### src/rtl/sort_pkg.sv
// Shared types and constants for the sort controller.
// Pass/step counters are 2 bits wide.
package sort_pkg;

  typedef enum logic [1:0] {
    IDLE,
    SORT,
    DONE
  } state_e;

  localparam int NUM_ELEM   = 4;
  localparam int NUM_STEPS  = 3;
  localparam int NUM_PASSES = 3;
  localparam int CNT_W      = 2;

  localparam logic [CNT_W-1:0] LAST_STEP = CNT_W'(NUM_STEPS - 1);
  localparam logic [CNT_W-1:0] LAST_PASS = CNT_W'(NUM_PASSES - 1);

endpackage

### src/rtl/sort_cmp_swap.sv
// Single unsigned compare-swap cell shared by all sort steps.
// Equal operands are passed through unswapped.
module sort_cmp_swap #(
  parameter int W = 4
) (
  input  logic [W-1:0] a,
  input  logic [W-1:0] b,
  output logic [W-1:0] lo,
  output logic [W-1:0] hi,
  output logic         swapped
);

  assign swapped = a > b;
  assign lo      = swapped ? b : a;
  assign hi      = swapped ? a : b;

endmodule

### src/rtl/sort_ctrl.sv
// Two-requester sort controller on one sequential compare-swap engine.
// Define SORT_CTRL_EARLY_EXIT_EN to stop after a pass with no swaps.
module sort_ctrl
  import sort_pkg::*;
#(
  parameter int W = 4
) (
  input  logic                clk,
  input  logic                reset_n,
  input  logic [1:0]          req_valid,
  input  logic [NUM_ELEM*W-1:0] req_data0,
  input  logic [NUM_ELEM*W-1:0] req_data1,
  output logic [1:0]          req_ready,
  output logic                rsp_valid,
  input  logic                rsp_ready,
  output logic                rsp_id,
  output logic [NUM_ELEM*W-1:0] rsp_data,
  output logic                busy
);

  state_e                state_q;
  logic [CNT_W-1:0]      step_q;
  logic [CNT_W-1:0]      pass_q;
  logic [CNT_W-1:0]      step_nx;
  logic                  rr_q;
  logic                  id_q;
  logic                  gnt;
  logic                  last_step;
  logic                  last_pass;
  logic                  end_job;
  logic                  rsp_valid_q;
  logic                  busy_q;
  logic [NUM_ELEM*W-1:0] rsp_data_q;
  logic [NUM_ELEM*W-1:0] req_sel;
  logic [NUM_ELEM*W-1:0] swp_flat;
  logic [W-1:0]          arr_q   [NUM_ELEM];
  logic [W-1:0]          arr_swp [NUM_ELEM];
  logic [W-1:0]          cs_a;
  logic [W-1:0]          cs_b;
  logic [W-1:0]          cs_lo;
  logic [W-1:0]          cs_hi;
  logic                  cs_sw;

  assign step_nx   = step_q + 2'd1;
  assign last_step = (step_q == LAST_STEP);
  assign last_pass = (pass_q == LAST_PASS);

  // Round-robin grant; ready only in IDLE and never during reset
  always_comb begin
    gnt       = req_valid[rr_q] ? rr_q : ~rr_q;
    req_ready = '0;
    if (reset_n && state_q == IDLE) begin
      req_ready[gnt] = req_valid[gnt];
    end
    req_sel = gnt ? req_data1 : req_data0;
  end

  assign cs_a = arr_q[step_q];
  assign cs_b = arr_q[step_nx];

  sort_cmp_swap #(.W(W)) u_cs (
    .a       (cs_a),
    .b       (cs_b),
    .lo      (cs_lo),
    .hi      (cs_hi),
    .swapped (cs_sw)
  );

  // Array as it will look after this cycle's compare-swap
  always_comb begin
    arr_swp          = arr_q;
    arr_swp[step_q]  = cs_lo;
    arr_swp[step_nx] = cs_hi;
    swp_flat         = '0;
    for (int k = 0; k < NUM_ELEM; k++) begin
      swp_flat[k*W +: W] = arr_swp[k];
    end
  end

`ifdef SORT_CTRL_EARLY_EXIT_EN
  logic swapped_q;
  assign end_job = last_step &&
                   (last_pass || !(swapped_q || cs_sw));
`else
  logic unused_cs_sw;
  assign unused_cs_sw = cs_sw;
  assign end_job      = last_step && last_pass;
`endif

  // Controller FSM, counters, element array and response registers
  always_ff @(posedge clk or negedge reset_n) begin
    if (!reset_n) begin
      state_q     <= IDLE;
      rr_q        <= 1'b0;
      id_q        <= 1'b0;
      step_q      <= '0;
      pass_q      <= '0;
      rsp_valid_q <= 1'b0;
      rsp_data_q  <= '0;
      busy_q      <= 1'b0;
`ifdef SORT_CTRL_EARLY_EXIT_EN
      swapped_q   <= 1'b0;
`endif
      for (int k = 0; k < NUM_ELEM; k++) begin
        arr_q[k] <= '0;
      end
    end else begin
      unique case (state_q)
        IDLE: begin
          if (req_ready[gnt]) begin
            for (int k = 0; k < NUM_ELEM; k++) begin
              arr_q[k] <= req_sel[k*W +: W];
            end
            id_q    <= gnt;
            rr_q    <= ~gnt;
            step_q  <= '0;
            pass_q  <= '0;
            busy_q  <= 1'b1;
            state_q <= SORT;
`ifdef SORT_CTRL_EARLY_EXIT_EN
            swapped_q <= 1'b0;
`endif
          end
        end
        SORT: begin
          arr_q <= arr_swp;
          if (end_job) begin
            state_q     <= DONE;
            rsp_valid_q <= 1'b1;
            rsp_data_q  <= swp_flat;
          end else if (last_step) begin
            step_q <= '0;
            pass_q <= pass_q + 2'd1;
`ifdef SORT_CTRL_EARLY_EXIT_EN
            swapped_q <= 1'b0;
`endif
          end else begin
            step_q <= step_nx;
`ifdef SORT_CTRL_EARLY_EXIT_EN
            swapped_q <= swapped_q | cs_sw;
`endif
          end
        end
        DONE: begin
          if (rsp_ready) begin
            state_q     <= IDLE;
            rsp_valid_q <= 1'b0;
            busy_q      <= 1'b0;
          end
        end
        default: state_q <= IDLE;
      endcase
    end
  end

  assign rsp_valid = rsp_valid_q;
  assign rsp_data  = rsp_data_q;
  assign rsp_id    = id_q;
  assign busy      = busy_q;

endmodule
### config.mk
export PLATFORM = sky130hd
export DESIGN_NAME = sort_ctrl
export DESIGN_NICKNAME = d
export VERILOG_FILES = /design/src/rtl/sort_pkg.sv /design/src/rtl/sort_cmp_swap.sv /design/src/rtl/sort_ctrl.sv
export SDC_FILE = /design/constraint.sdc
export NUM_CORES = 1
export LEC_CHECK = 0
export CORE_MARGIN = 5
export CORE_UTILIZATION = 64
export DETAILED_ROUTE_END_ITERATION = 8
export DONT_BUFFER_PORTS = 1
export GPL_ROUTABILITY_DRIVEN = 1
export GPL_TIMING_DRIVEN = 0
export PLACE_DENSITY = 0.8
export RECOVER_POWER = 25
export REMOVE_ABC_BUFFERS = 1
export SYNTH_ARGS = -nofsm -noshare
export SYNTH_HDL_FRONTEND = slang
export SYNTH_HIERARCHICAL = 1
export SYNTH_SLANG_ARGS = --single-unit
### constraint.sdc
create_clock -name clk -period 4.7 [get_ports clk]
set_clock_uncertainty 0.05 [all_clocks]
set_input_delay 0.47 -clock clk [delete_from_list [all_inputs] [get_ports clk]]
set_output_delay 0.47 -clock clk [all_outputs]
set_load 0.05 [all_outputs]
==> impl_results.html <==
<table>
<tr><th>Metric</th><th>Value</th></tr>
<tr><th colspan="2">Synthesis</th></tr>
<tr><td>Most frequent cell after synthesis</td><td>dfrtp_1</td></tr>
<tr><td>Mapped cell area</td><td>0.00301 sq mm</td></tr>
<tr><td>Post-Synth XOR/XNOR Area</td><td>0</td></tr>
<tr><td>Simple-gate portion of the synthesized area</td><td>0.160</td></tr>
<tr><td>Synth cell count leaders</td><td>dfrtp_1, nand2_1, a211oi_1, nor2_1, o21ai_0</td></tr>
<tr><td>Post-synth EDFFs</td><td>0</td></tr>
<tr><td>Post-synthesis cell count</td><td>307</td></tr>
<tr><td>Warning count from the yosys run</td><td>6</td></tr>
<tr><td>Fraction of the mapped netlist area in adder cells</td><td>0.0457</td></tr>
<tr><td>Async set or reset register ratio after synthesis</td><td>1.00</td></tr>
<tr><td>Cell types occupying the most area after synthesis</td><td>dfrtp_1, mux4_2, mux2i_1</td></tr>
<tr><td>Post-synth cell types</td><td>41</td></tr>
<tr><td>Post-synthesis cell type with the largest combined area</td><td>dfrtp_1</td></tr>
<tr><td>Seq/Total Area, Yosys</td><td>0.349</td></tr>
<tr><td>Most common flop cell mapped by yosys</td><td>dfrtp_1</td></tr>
<tr><td>Area share of the largest cell type after synthesis</td><td>0.349</td></tr>
<tr><td>Mux contribution to synthesized area</td><td>0.148</td></tr>
<tr><td>Flops &amp; latches, synth</td><td>42</td></tr>
<tr><td>Main combinational cell family by area after synthesis</td><td>compound AO/OA/AOI/OAI gates</td></tr>
<tr><td>Synth Area in Compound Gates</td><td>0.233</td></tr>
<tr><td>Average cell area after synthesis</td><td>9.81 sq um</td></tr>
<tr><th colspan="2">Placement</th></tr>
<tr><td>Final HPWL from detailed placement</td><td>4.60 mm</td></tr>
<tr><td>Gpl congestion</td><td>0.845</td></tr>
<tr><td>Cell Area, Placed</td><td>0.00292 sq mm</td></tr>
<tr><td>Port Buf Inserts</td><td>0</td></tr>
<tr><th colspan="2">Layout</th></tr>
<tr><td>Share of layout cells above drive strength 1</td><td>0.175</td></tr>
<tr><td>Layout overhead on the synthesized area</td><td>1.12%</td></tr>
<tr><td>Sequential cell area</td><td>0.00105 sq mm</td></tr>
<tr><td>Number of filler instances in the final layout</td><td>391</td></tr>
<tr><td>Cell area after layout</td><td>0.00305 sq mm</td></tr>
<tr><td>Layout net count</td><td>338</td></tr>
<tr><td>Total area of multi-input combinational cells</td><td>0.00177 sq mm</td></tr>
<tr><th colspan="2">Floorplanning</th></tr>
<tr><td>Y dimension of the die</td><td>78.6 um</td></tr>
<tr><td>Standard cell core area</td><td>0.00463 sq mm</td></tr>
<tr><td>I/O pin count</td><td>58</td></tr>
<tr><td>Full die area</td><td>0.00618 sq mm</td></tr>
<tr><td>Starting Density</td><td>0.651</td></tr>
<tr><td>Chip width</td><td>78.6 um</td></tr>
<tr><td>Cell row count</td><td>25</td></tr>
<tr><th colspan="2">GRT</th></tr>
<tr><td>Gr ovfl total</td><td>0</td></tr>
<tr><td>GRT Overall Usage</td><td>0.235</td></tr>
<tr><td>Global-route wire length before repair</td><td>11.3 mm</td></tr>
<tr><td>Antenna violations before repair</td><td>1</td></tr>
<tr><td>Pin count of the biggest net entering global routing</td><td>43</td></tr>
<tr><td>Number of global-route vias before repair</td><td>2,240</td></tr>
<tr><th colspan="2">Timing</th></tr>
<tr><td>Period utilization</td><td>0.861</td></tr>
<tr><td>Count of endpoints failing hold in the final timing report</td><td>0</td></tr>
<tr><td>Hold_ws</td><td>0.210 ns</td></tr>
<tr><td>Time the worst path needs with I/O delays and setup</td><td>4.05 ns</td></tr>
<tr><td>Relative slew margins</td><td>-0.491</td></tr>
<tr><td>Post-Route Setup TNS</td><td>0 ns</td></tr>
<tr><td>Final slew viol count</td><td>43</td></tr>
<tr><td>Final count of negative-setup-slack endpoints</td><td>0</td></tr>
<tr><td>Peak Freq</td><td>0.247 GHz</td></tr>
<tr><td>Unrepaired setup endpoints after global routing</td><td>false</td></tr>
<tr><td>Worst-Margin Slew</td><td>2.24 ns</td></tr>
<tr><th colspan="2">Critical path</th></tr>
<tr><td>Critical setup path kind</td><td>register to register</td></tr>
<tr><td>Ordered list of cells on the worst path</td><td>inv_1 -&gt; ha_1 -&gt; mux4_2 -&gt; inv_1 -&gt; ha_1 -&gt; and4_2 -&gt; a21oi_4 -&gt; mux2_2 -&gt; mux2i_1 -&gt; nor2_1 -&gt; a211oi_1 -&gt; o31ai_2</td></tr>
<tr><td>Kind of start point of the critical path</td><td>register</td></tr>
<tr><td>Cell with the largest stage delay on the worst path</td><td>dfrtp_1</td></tr>
<tr><td>Largest fanout on the critical path</td><td>12</td></tr>
<tr><td>Sort of element at the end of the critical path</td><td>register</td></tr>
<tr><td>Setup crit start</td><td>step_q[0]</td></tr>
<tr><td>Required @ worst endpoint</td><td>4.80 ns</td></tr>
<tr><td>Delay of the slowest cell on the worst path</td><td>0.71 ns</td></tr>
<tr><td>Start of the worst register-to-register path</td><td>step_q[0]</td></tr>
<tr><td>Crit path arrival time</td><td>4.15 ns</td></tr>
<tr><th colspan="2">Detailed routing</th></tr>
<tr><td>Residual antenna-violating net count after detailed routing</td><td>0</td></tr>
<tr><td>Via-to-Cell Ratio</td><td>6.45</td></tr>
<tr><td>Overall via count from detail_route</td><td>2,230</td></tr>
<tr><td>Drt wl/cell</td><td>19.8 um</td></tr>
<tr><td>Number of iterations in the first detailed-routing pass</td><td>5</td></tr>
<tr><td>DR DRC count</td><td>0</td></tr>
<tr><td>DRC marker count from the first detailed-route iteration</td><td>203</td></tr>
<tr><td>Final wirelength</td><td>6.84 mm</td></tr>
<tr><th colspan="2">Clocking</th></tr>
<tr><td>Reg clk slew, reported paths</td><td>0.08 ns</td></tr>
<tr><td>Htree depth</td><td>2</td></tr>
<tr><td>TritonCTS clock tree</td><td>built</td></tr>
<tr><td># resized after CTS</td><td>0</td></tr>
<tr><td>Clock network latency to the later pin of the worst-skew pair</td><td>0.30 ns</td></tr>
<tr><td>Maximum count of clock buffers along a single path</td><td>2</td></tr>
<tr><td>Clock Root Buffer</td><td>clkbuf_8</td></tr>
<tr><td>Setup Fix Bufs, Post-CTS</td><td>0</td></tr>
<tr><td>Number of buffers created by CTS</td><td>5</td></tr>
<tr><td>CTS hold repair buffers</td><td>2</td></tr>
<tr><td>TritonCTS sink count</td><td>42</td></tr>
<tr><th colspan="2">Hold path</th></tr>
<tr><td>Hold wc startpoint</td><td>req_valid[1]</td></tr>
<tr><td>Type of the tightest min-delay check</td><td>input port to register</td></tr>
<tr><th colspan="2">Run status</th></tr>
<tr><td>Run status</td><td>complete, but fails checks</td></tr>
<tr><td>Violated checks</td><td>capacitance limit, slew limit</td></tr>
<tr><th colspan="2">Run</th></tr>
<tr><td>Number of maximum-capacitance constraint violations</td><td>1</td></tr>
</table>
==> metrics by stage <==
stage	cells	util	setup WS, ns
6_report	346	0.658	0.651
5_1_grt	345	0.657	0.488
4_1_cts	345	0.659	0.652
3_5_place_dp	335	0.630	0.713
3_3_place_gp	335	0.630	0.788
2_1_floorplan	281	-	1.16
==> state kept, by name (all words and copies together), names as in the netlist <==
name / count
rsp_id: 1
state_q: 2
pass_q: 2
busy: 1
step_q: 2
arr_q: 16
rsp_data: 16
rsp_valid: 1
rr_q: 1
==> area by class of cell <==
type / count / share of cell area
diodes: 1 / 0.000822
clock buffers: 7 / 0.0251
clock inverters: 1 / 0.00986
inverters: 8 / 0.00986
multi-input cells: 231 / 0.583
flip-flops and latches: 42 / 0.345
well taps: 54 / 0.0222
repair buffers: 2 / 0.00452
==> layer usage <==
| layer | wire length (um) | part of all wire | vias to the layer above | global-route usage |
|---|---|---|---|---|
| met5 | 20 | 0.0029 | - | 0 |
| met4 | 101 | 0.015 | 2 | 0.0629 |
| met3 | 486 | 0.071 | 11 | 0.0482 |
| met2 | 3300 | 0.48 | 70 | 0.389 |
| met1 | 2930 | 0.43 | 1048 | 0.312 |
| li1 | - | - | 1099 | - |
==> placed cells by master, fill, tap and decap left out, types with 2 or more instances in the layout <==
cell / Yosys / final
mux2i_1: 16 / 16
inv_1: 8 / 8
a21oi_1: 18 / 18
and3_1: 17 / 17
a211oi_1: 20 / 20
o21ai_0: 19 / 19
mux4_2: 8 / 8
nand2_1: 37 / 37
nand2b_1: 2 / 2
ha_1: 11 / 11
nor2b_1: 2 / 2
nor2_1: 20 / 20
clkbuf_1: 3 / 3
nand3_1: 4 / 4
mux2_2: 8 / 8
o31ai_1: 7 / 7
clkbuf_8: 0 / 5
o31ai_2: 8 / 8
a31oi_1: 2 / 2
nand2b_4: 2 / 2
dfrtp_1: 42 / 42
o21ai_1: 3 / 3
a211oi_2: 10 / 10
nand4_1: 3 / 3
==> worst paths after layout <==
check                      cells past startpoint      endpoint  slack (ns)
max                                           12     arr_q[13]        0.65
min                                            1          rr_q        0.21
max reg2reg                                   12     arr_q[13]        0.65
min reg2reg                                    1     pass_q[0]        0.44
max in group asynchronous                      2  rsp_data[13]        2.00
min in group asynchronous                      2   rsp_data[6]        1.33
==> worst max-delay path: cells and delay by family (launching register included) <==
kind	cells	cell delay, ns
simple gates	2	0.34
flops	1	0.71
fa+ha+maj	2	0.71
compound gates	3	0.70
mux	3	1.12
buf+inv	2	0.27
==> cell families after synthesis <==
family | Yosys count
and+or+nand+nor | 94
buffers and inverters | 34
muxes | 33
DFF | 42
AOI/OAI and AO/OA | 93
adders and majority gates | 11
Power is not shown: default switching activity piles up to over one toggle a cycle in this logic, so the estimate is an artifact.
